### src/rtl/led_decoder_seq_if.sv
// ---------------------------------------------------------------------------
// led_decoder_seq_if : control and LED bus between switch logic and LED bank
// Rev 1.0
// ---------------------------------------------------------------------------
`default_nettype none

interface led_decoder_seq_if #(
  parameter int SEL_W = 2
);
  localparam int N = 2 ** SEL_W;

  logic             en;
  logic             mode;
  logic             dir;
  logic [SEL_W-1:0] a;
  logic [N-1:0]     led;
  logic [SEL_W-1:0] idx;
  logic             step;

  modport master (
    output en, mode, dir, a,
    input  led, idx, step
  );

  modport slave (
    input  en, mode, dir, a,
    output led, idx, step
  );
endinterface

`default_nettype wire

### src/rtl/led_decoder_seq.sv
// ---------------------------------------------------------------------------
// led_decoder_seq : registered one-hot LED driver with DECODE and SCAN modes
// Rev 1.0
// ---------------------------------------------------------------------------
`default_nettype none

module led_decoder_seq #(
  parameter int SEL_W  = 2,
  parameter int DIV    = 4,
  parameter int BOUNCE = 0
) (
  input  logic             clk,
  input  logic             rst_n,
  led_decoder_seq_if.slave bus
);
  localparam int N     = 2 ** SEL_W;
  localparam int CNT_W = $clog2(DIV) + 1;

  localparam logic [CNT_W-1:0] CNT_LAST   = CNT_W'(DIV - 1);
  localparam logic [CNT_W-1:0] CNT_ONE    = CNT_W'(1);
  localparam logic [SEL_W-1:0] IDX_ONE    = SEL_W'(1);
  localparam logic [SEL_W-1:0] IDX_MAX    = '1;
  localparam logic [SEL_W-1:0] IDX_MAX_M1 = IDX_MAX - IDX_ONE;
  localparam logic [N-1:0]     LED_ONE    = N'(1);

  typedef enum logic [1:0] {
    IDLE   = 2'd0,
    DECODE = 2'd1,
    SCAN   = 2'd2
  } state_t;

  state_t           state, state_d;
  logic [N-1:0]     led_q, led_d;
  logic [SEL_W-1:0] idx_q, idx_d, idx_nxt;
  logic             step_q, step_d;
  logic [CNT_W-1:0] cnt, cnt_d;
  logic             dir_q, dir_q_d, dir_nxt;

  generate
    if (BOUNCE != 0) begin : g_bounce
      // Direction is latched at entry and flips only when an end is reached.
      always_comb begin
        idx_nxt = idx_q;
        dir_nxt = dir_q;
        if (dir_q && (idx_q == IDX_MAX)) begin
          idx_nxt = IDX_MAX_M1;
          dir_nxt = 1'b0;
        end else if (!dir_q && (idx_q == '0)) begin
          idx_nxt = IDX_ONE;
          dir_nxt = 1'b1;
        end else begin
          idx_nxt = dir_q ? (idx_q + IDX_ONE) : (idx_q - IDX_ONE);
        end
      end
    end else begin : g_wrap
      always_comb begin
        idx_nxt = bus.dir ? (idx_q + IDX_ONE) : (idx_q - IDX_ONE);
        dir_nxt = dir_q;
      end
    end
  endgenerate

  always_comb begin
    state_d = IDLE;
    if (bus.en) begin
      state_d = bus.mode ? SCAN : DECODE;
    end
    led_d   = led_q;
    idx_d   = idx_q;
    step_d  = 1'b0;
    cnt_d   = '0;
    dir_q_d = dir_q;
    case (state_d)
      IDLE: begin
        led_d = '0;
      end
      DECODE: begin
        idx_d = bus.a;
        led_d = LED_ONE << bus.a;
      end
      SCAN: begin
        if (state != SCAN) begin
          idx_d   = bus.a;
          led_d   = LED_ONE << bus.a;
          dir_q_d = bus.dir;
        end else if (cnt == CNT_LAST) begin
          idx_d   = idx_nxt;
          led_d   = LED_ONE << idx_nxt;
          step_d  = 1'b1;
          dir_q_d = dir_nxt;
        end else begin
          cnt_d = cnt + CNT_ONE;
        end
      end
      default: begin
        led_d = '0;
      end
    endcase
  end

  always_ff @(posedge clk) begin
    if (!rst_n) begin
      state  <= IDLE;
      led_q  <= '0;
      idx_q  <= '0;
      step_q <= 1'b0;
      cnt    <= '0;
      dir_q  <= 1'b1;
    end else begin
      state  <= state_d;
      led_q  <= led_d;
      idx_q  <= idx_d;
      step_q <= step_d;
      cnt    <= cnt_d;
      dir_q  <= dir_q_d;
    end
  end

  assign bus.led  = led_q;
  assign bus.idx  = idx_q;
  assign bus.step = step_q;
endmodule

`default_nettype wire

### src/flat_wrapper.sv
// flat-port wrapper written by rule: the top's interface ports become plain ports
module led_decoder_seq_flat 
#(
  parameter int SEL_W  = 2,
  parameter int DIV    = 4,
  parameter int BOUNCE = 0
)
  (clk, rst_n, bus_en, bus_mode, bus_dir, bus_a, bus_led, bus_idx, bus_step);
  led_decoder_seq_if #(.SEL_W(SEL_W)) bus_i ();
  input  logic clk;
  input  logic rst_n;
  input wire logic [$bits(bus_i.en)-1:0] bus_en;
  input wire logic [$bits(bus_i.mode)-1:0] bus_mode;
  input wire logic [$bits(bus_i.dir)-1:0] bus_dir;
  input wire logic [$bits(bus_i.a)-1:0] bus_a;
  output wire logic [$bits(bus_i.led)-1:0] bus_led;
  output wire logic [$bits(bus_i.idx)-1:0] bus_idx;
  output wire logic [$bits(bus_i.step)-1:0] bus_step;
  assign bus_i.en = bus_en;
  assign bus_i.mode = bus_mode;
  assign bus_i.dir = bus_dir;
  assign bus_i.a = bus_a;
  assign bus_led = bus_i.led;
  assign bus_idx = bus_i.idx;
  assign bus_step = bus_i.step;
  led_decoder_seq #(.SEL_W(SEL_W), .DIV(DIV), .BOUNCE(BOUNCE)) u_core (.clk(clk), .rst_n(rst_n), .bus(bus_i));
endmodule
### config.mk
export PLATFORM = sky130hd
export DESIGN_NAME = led_decoder_seq_flat
export DESIGN_NICKNAME = d
export VERILOG_FILES = /design/src/rtl/led_decoder_seq_if.sv /design/src/rtl/led_decoder_seq.sv /design/src/flat_wrapper.sv
export SDC_FILE = /design/constraint.sdc
export NUM_CORES = 1
export LEC_CHECK = 0
export ABC_CLOCK_PERIOD_IN_PS = 2200
export BUFFER_PORTS_ARGS = -buffer_cell sky130_fd_sc_hd__buf_2
export CORE_MARGIN = 5
export CORE_UTILIZATION = 45
export CTS_CLUSTER_SIZE = 28
export DETAILED_ROUTE_END_ITERATION = 16
export GPL_ROUTABILITY_DRIVEN = 0
export PLACE_DENSITY = 0.81
export SYNTH_ARGS = -nofsm -noshare
export SYNTH_HDL_FRONTEND = slang
export SYNTH_SLANG_ARGS = --single-unit
export TNS_END_PERCENT = 50
### constraint.sdc
create_clock -name clk -period 2.2 [get_ports clk]
set_input_delay 0.22 -clock clk [delete_from_list [all_inputs] [get_ports clk]]
set_output_delay 0.22 -clock clk [all_outputs]
set_load 0.01 [all_outputs]
==> summary by stage, run 1 <==
Run status
The flow ran to the end, and the final reports show no timing, DRC or antenna violations.

STA
Setup violations remaining at the end of the flow were counted as 0. The final setup TNS is 0 ns. The slew of the pin with the lowest slew margin is 0.2708 ns.

Across the routed clock network, the largest skew measured is 0.006608 ns. The shortest period the worst path allows is 1.465 ns. Hold timing on the final database bottoms out at a slack of between 0.15 and 0.2 ns. Derived from the worst setup path, the maximum achievable clock frequency is 682.7 MHz. The worst pin sits at a relative slew slack of 0.8181. The number of endpoints with negative hold slack in the final report came to 0. The total count of max-transition violations in the final report was 0. In the finished design, the share of the clock period the worst path needs comes to 0.6658. Setup repair after global routing left no endpoint under its margin.

Worst setup path
The startpoint of the worst register-to-register path is u_core.cnt[0]. The largest individual stage delay along the critical path comes from the cell sky130_fd_sc_hd__dfxtp_1. The cell occurring most often along the worst timing path is sky130_fd_sc_hd__ha_1. The category of cells accounting for the largest share of critical-path delay is adder cells.

The critical path goes through ha_1 > ha_1 > nand4bb_1 > nand3_1 > o32ai_1. Counting both buffers and inverters, the worst setup path holds a total of 0. The largest fanout of any net on the critical path is 5. The kind of critical path is reg2reg. The largest single stage delay on the critical path is 0.34 ns.

The endpoint type of the worst setup path is a flop. Data on the critical path is required at its endpoint by 2.39 ns. The type of element launching the critical path is a flop.

The critical path launch point is u_core.cnt[0]. The data arrival time of the critical path is ~1.7 ns.

Clocking
TritonCTS built the clock tree. In this run the clock root is driven by a sky130_fd_sc_hd__clkbuf_4. The total clock sinks is 12.

The clock transition at the registers of the reported paths is 0.08 ns. The number of instances resized during post-cts repair is 0. The number of hold buffers added after CTS was 0.

The number of buffers inserted to repair setup after CTS is 0. The depth of the CTS H-tree is 1. The clock latency on the worst-skew pair is 0.28 ns. The worst-case clock buffer depth is 2. The number of buffers inserted during clock tree synthesis is 3.

Layout
The synthesis-to-finish area growth is 20.04%. The number of antenna diodes in the final layout is 0. The top cell types in the final layout, fill and taps aside, are 13 x sky130_fd_sc_hd__buf_2, 12 x sky130_fd_sc_hd__dfxtp_1, 6 x sky130_fd_sc_hd__inv_1, 6 x sky130_fd_sc_hd__nor2_1, 6 x sky130_fd_sc_hd__ha_1.

In the final layout, the share of cells above drive strength 1 is 0.2857. The most common library cell in the layout ignoring fill and taps is sky130_fd_sc_hd__buf_2. The net count reported at finish is just over 90.

Routing
In the final routed layout, each cell accounts on average for approximately 13 microns. After detailed routing, the total wire length is 1.189 mm. The final route contains 477 vias. Once detail routing completed, the nets flagged for antenna violations numbered 0.

The number of design rule violations left after detail routing is 0. The iteration count of the initial detailed-routing pass is 4. The first routing iteration left 8 violations. In the routed layout, each cell is associated on average with a via count of ~5.2.

Synth
The total number of yosys warnings is 0. The number of nets produced by synthesis is 73. The share of the Yosys chip area taken by registers is 0.4008. A synthesized cell averages 9.989 sq um. The number of register bits inferred by synthesis is 12.

The number of different library cells used by synthesis comes to 24. The number of instances in the synthesized netlist is 60. After synthesis the cells add up to 599.3 sq um.

Floorplan
The number of top-level pins is 14. The total area inside the core boundary comes to roughly 1300 sq um. In this run the horizontal extent of the chip is 46.50 microns. The initial utilization of the core area, before any placement, comes to 0.4664. The vertical die dimension is 46.50 microns. Row generation in the floorplan step produced 13 rows. The die covers 2162 sq um.

Power
The power per standard cell area is 637.0 nW/um^2. The cell leakage power is 0.3430 nW. The maximum vdd drop is 0.3959 mV.

Placed design
After legalization and detailed placement, the total HPWL measured 939.6 microns. The port buffer count is 13.

GRT
The initial antenna violation count is 0. For this run, the total global-route usage over all layers was measured as 0.1347. Entering global routing, the biggest net connects 9 pins. The first global-routing pass estimated approximately 2.0 mm of wire. The via count of the first global-routing pass is 449.

The total overflow left after global routing is 0.

Min path
The class of the worst hold path is in2reg. The worst hold path begins at bus_mode.

Flow run
Across the run, the number of max-cap violations was 0.
final timing paths:
path | end | slack [ns] | cells after the start
max | u_core.bus.led[3] | 0.74 | 5
min | u_core.state[0] | 0.18 | 2
max reg2reg | u_core.bus.led[3] | 0.74 | 5
min reg2reg | u_core.cnt[0] | 0.43 | 1
per-stage QoR:
step | area, sq um | setup WS, ns | power [mW] | std cells | utilization
2_1_floorplan | 599.3 | 0.9004 | 0.2626 | 60 | -
3_3_place_gp | 683.2 | 0.8037 | 0.2832 | 88 | 0.5316
3_5_place_dp | 683.2 | 0.7616 | 0.2845 | 88 | 0.5316
4_1_cts | 719.4 | 0.7326 | 0.4605 | 92 | 0.5599
5_1_grt | 719.4 | 0.6009 | 0.4844 | 92 | 0.5599
6_report | 719.4 | 0.7352 | 0.4583 | 92 | 0.5599
synth_stat cells (all sizes together):
cell type	number	area, sq um
mux2i	3	30.03
mux2	1	11.26
inv	6	22.52
a31o	1	8.760
a21oi	1	5.000
nand4b	1	8.760
and2	2	12.51
o2bb2ai	3	26.28
nor2	6	22.52
o32ai	2	17.52
and4b	1	13.76
dfxtp	12	240.2
nand3	1	5.000
ha	6	75.07
nand2	3	11.26
nand4bb	1	11.26
nand3b	3	22.52
and3	1	7.510
nor2b	1	6.260
a22oi	1	7.510
and3b	2	18.77
xnor2	1	8.760
or3	1	6.260
sequential cells by signal, indices dropped and copies added (netlist names):
name             count
u_core.state         2
u_core.bus.step      1
u_core.bus.led       4
u_core.bus.idx       2
u_core.cnt           3
final cells by class:
cell class | instances | area, sq um
multi-input combinational | 42 | 336.6
fill | 114 | 565.5
clock buffer | 4 | 36.28
timing repair buffer | 13 | 65.06
inverter | 6 | 22.52
sequential | 12 | 240.2
tap | 15 | 18.77
power breakdown:
| part | internal, mW | total [mW] | switching, mW | leakage, nW |
|---|---|---|---|---|
| combinational | 0.0233 | 0.0520 | 0.0287 | 0.224 |
| sequential | 0.223 | 0.228 | 0.00531 | 0.0977 |
| clock | 0.101 | 0.178 | 0.0771 | 0.0210 |
| total | 0.347 | 0.458 | 0.111 | 0.343 |
per-layer routing:
| metal | GRT usage | vias up | share of wire |
|---|---|---|---|
| met5 | 0 | - | 0 |
| met4 | 0.05114 | 0 | 0.019 |
| met3 | 0.06250 | 5 | 0.069 |
| met2 | 0.2088 | 14 | 0.46 |
| met1 | 0.1601 | 210 | 0.45 |
| li1 | - | 248 | - |
kinds of logic after synthesis:
logic type | synth area share
AO/OA/AOI/OAI | 0.1086
XOR/XNOR | 0.01462
adder cells (fa/ha/maj) | 0.1253
buffers and inverters | 0.03758
flip-flops | 0.4008
multiplexers | 0.06889
AND/OR/NAND/NOR | 0.2443
Note: power is estimated with default switching activity, not from simulation.
==> run 2: changes to the inputs <==
--- a/config.mk
+++ b/config.mk
@@ -5,7 +5,7 @@
 export SDC_FILE = /design/constraint.sdc
 export NUM_CORES = 1
 export LEC_CHECK = 0
-export ABC_CLOCK_PERIOD_IN_PS = 2200
+export ABC_CLOCK_PERIOD_IN_PS = 1550
 export BUFFER_PORTS_ARGS = -buffer_cell sky130_fd_sc_hd__buf_2
 export CORE_MARGIN = 5
 export CORE_UTILIZATION = 45
==> constraint.sdc (replaced) <==
create_clock -name clk -period 1.55 [get_ports clk]
set_input_delay 0.155 -clock clk [delete_from_list [all_inputs] [get_ports clk]]
set_output_delay 0.155 -clock clk [all_outputs]
set_load 0.01 [all_outputs]
==> summary by stage, run 2 (same netlist as run 1, synthesis figures left out) <==
Layout
The net count reported at finish is 91 (unchanged). The area of all placed cells without fillers is 729.5 sq um (+1.4%). The flip-flop count of the largest register, all copies and words added is 4 (unchanged). The count of filler cells inserted in the layout is 111 (-2.6%). The area taken by flip-flops and latches is 240.2 sq um (unchanged). The synthesis-to-finish area growth is 21.71%. The multi-input logic area is 346.6 sq um (+3.0%). The library cells used most frequently in the layout, excluding fill and tap cells, are 13 x sky130_fd_sc_hd__buf_2, 12 x sky130_fd_sc_hd__dfxtp_1, 6 x sky130_fd_sc_hd__inv_1, 6 x sky130_fd_sc_hd__nor2_1, 5 x sky130_fd_sc_hd__ha_1. The fraction of final layout cells sized beyond drive strength 1 was 0.3117 (+0.02597). The antenna cell count is 0 (unchanged). The library cell used most frequently in the layout, excluding fill and tap cells, is sky130_fd_sc_hd__buf_2.

Clocking
TritonCTS built the clock tree. The worst-case clock buffer depth was 2 (unchanged). The number of buffers inserted during clock tree synthesis came to 3 (unchanged).

The total clock sinks is 12 (unchanged). The number of instances resized during post-cts repair is 0 (unchanged). Clock tree synthesis selected as its root buffer the cell sky130_fd_sc_hd__clkbuf_4.

The depth of the CTS H-tree is 1 (unchanged). The clock latency on the worst-skew pair is 0.28 ns (about the same). The count of hold buffers inserted by post-cts repair came to 0 (unchanged). The clock transition at the registers of the reported paths is 0.08 ns (about the same).

The number of buffers inserted to repair setup after CTS came to 0 (unchanged).

Run status
The run finished with clean final reports.

Worst setup path
The slowest library cell on the worst path is sky130_fd_sc_hd__dfxtp_1. The biggest cell delay along the critical path is 0.34 ns (about the same). The critical path buffer and inverter count was 0 (unchanged). The critical path data required time is 1.75 ns (-0.64 ns). The endpoint type of the worst setup path is a flop. The kind of critical path is reg2reg. The cell family contributing the most delay on the critical path is adder cells. The data arrival time of the critical path is 1.64 ns (-0.02 ns). STA classifies the critical path startpoint as a flop. The startpoint identified for the worst register-to-register timing path is u_core.cnt[0]. The largest fanout of any net on the critical path came to 5 (unchanged).

The signal on the critical path passes through ha_1 > ha_2 > nand4bb_1 > nand3_1 > o32ai_2. Tracing the worst setup path back leads to its startpoint at u_core.cnt[0].

Routing
The detail-routed net length per standard cell is 13.96 microns (+8.0%). The iteration count of the initial detailed-routing pass is 4 (unchanged). The overall routed net length was 1.284 mm (+8.0%). The via count is 504 (+5.7%). The number of design rule violations left after detail routing is 0 (unchanged). The number of nets with antenna violations after detailed routing is 0 (unchanged).

The initial DRC count is 7 (-1). The per-cell via count in the routed design is 5.478 (+5.7%).

GRT
The via count of the first global-routing pass came to 500 (+11%). The initial antenna violation count is 0 (unchanged). The global router's overall resource usage is 0.1443 (+0.009623). The remaining global-route overflow is 0 (unchanged). The pin count of the biggest net entering global routing is 9 (unchanged). The first-pass GRT wire length came to 2.111 mm (+5.2%).

Power
The maximum vdd drop is 0.5229 mV (+32%). The power per standard cell area was 895.5 nW/um^2 (+41%). The cell leakage power is 0.3434 nW (+0.12%).

The overall power of the completed layout is 653.2 uW (+43%).

STA
The number of endpoints with negative hold slack in the final report came to 0 (unchanged). The maximum operating frequency is 694.3 MHz (+1.7%). The final number of setup-violating endpoints is 0 (unchanged). The slew of the pin with the lowest slew margin is 0.2692 ns (-0.001642 ns).

The shortest period the worst path allows is 1.440 ns (-0.02445 ns). The total count of max-transition violations in the final report is 0 (unchanged). The normalized max-slew margin is 0.8192 (+0.001102). The worst slack on hold paths is 0.1114 ns (-0.06528 ns). The final worst-path cycle share is 0.9292 (+0.2634). The final clock skew is 0.008810 ns (+0.002202 ns).

Floorplan
The standard-cell row count is 13 (unchanged). The effective utilization at floorplan came to 0.4664 (unchanged). The number of top-level pins was 14 (unchanged). The area of the core was 1285 sq um (unchanged). The vertical die dimension is 46.50 microns (unchanged). The area of the die is 2162 sq um (unchanged). The die width was 46.50 microns (unchanged).

Placed design
The HPWL reported at the end of detailed placement is 939.5 microns (about the same). The port buffer count came to 13 (unchanged). The placement-stage cell area is 683.2 sq um (unchanged).

Flow run
The count of max-cap constraint violations is 0 (unchanged).

Min path
The startpoint identified for the worst hold timing path is bus_mode. The worst hold path belongs to the class in2reg.
## run 2: cell counts in the layout (fill, tap and decap cells not counted)
Identical to the previous run, type by type.
## run 2: path summary, 6_finish.rpt
| kind | endpoint | slack [ns] | cells past startpoint |
|---|---|---|---|
| worst min-delay path | u_core.state[0] | 0.11 | 2 |
| worst max-delay path | u_core.bus.led[3] | 0.11 | 5 |
| worst max register to register | u_core.bus.led[3] | 0.11 | 5 |
| worst min register to register | u_core.cnt[0] | 0.42 | 1 |
## run 2: metrics by stage
stage	setup slack, ns	TNS [ns]	utilization	cells
floorplan	0.2504	0	-	60
global placement	0.1535	0	0.5316	88
detailed placement	0.1039	0	0.5316	88
CTS	0.07989	0	0.5599	92
global route	-0.01395	-0.01395	0.5677	92
finish	0.1097	0	0.5677	92
## run 2: report_power, final
group	switching, mW	internal (mW)
sequential	0.00811	0.317
clock	0.111	0.143
combinational	0.0411	0.0332
## run 2: cell type report
cell class / instances / area share
multi-input combinational: 42 / 0.4751
inverter: 6 / 0.03087
clock buffer: 4 / 0.04974
sequential: 12 / 0.3293
timing repair buffer: 13 / 0.08919
tap: 15 / 0.02573
## run 2: metal layers
layer	vias up	GRT usage	part of all wire
li1	250	-	-
met5	-	0	0
met3	4	0.05859	0.053
met2	16	0.2225	0.48
met4	0	0.09659	0.033
met1	234	0.1605	0.44
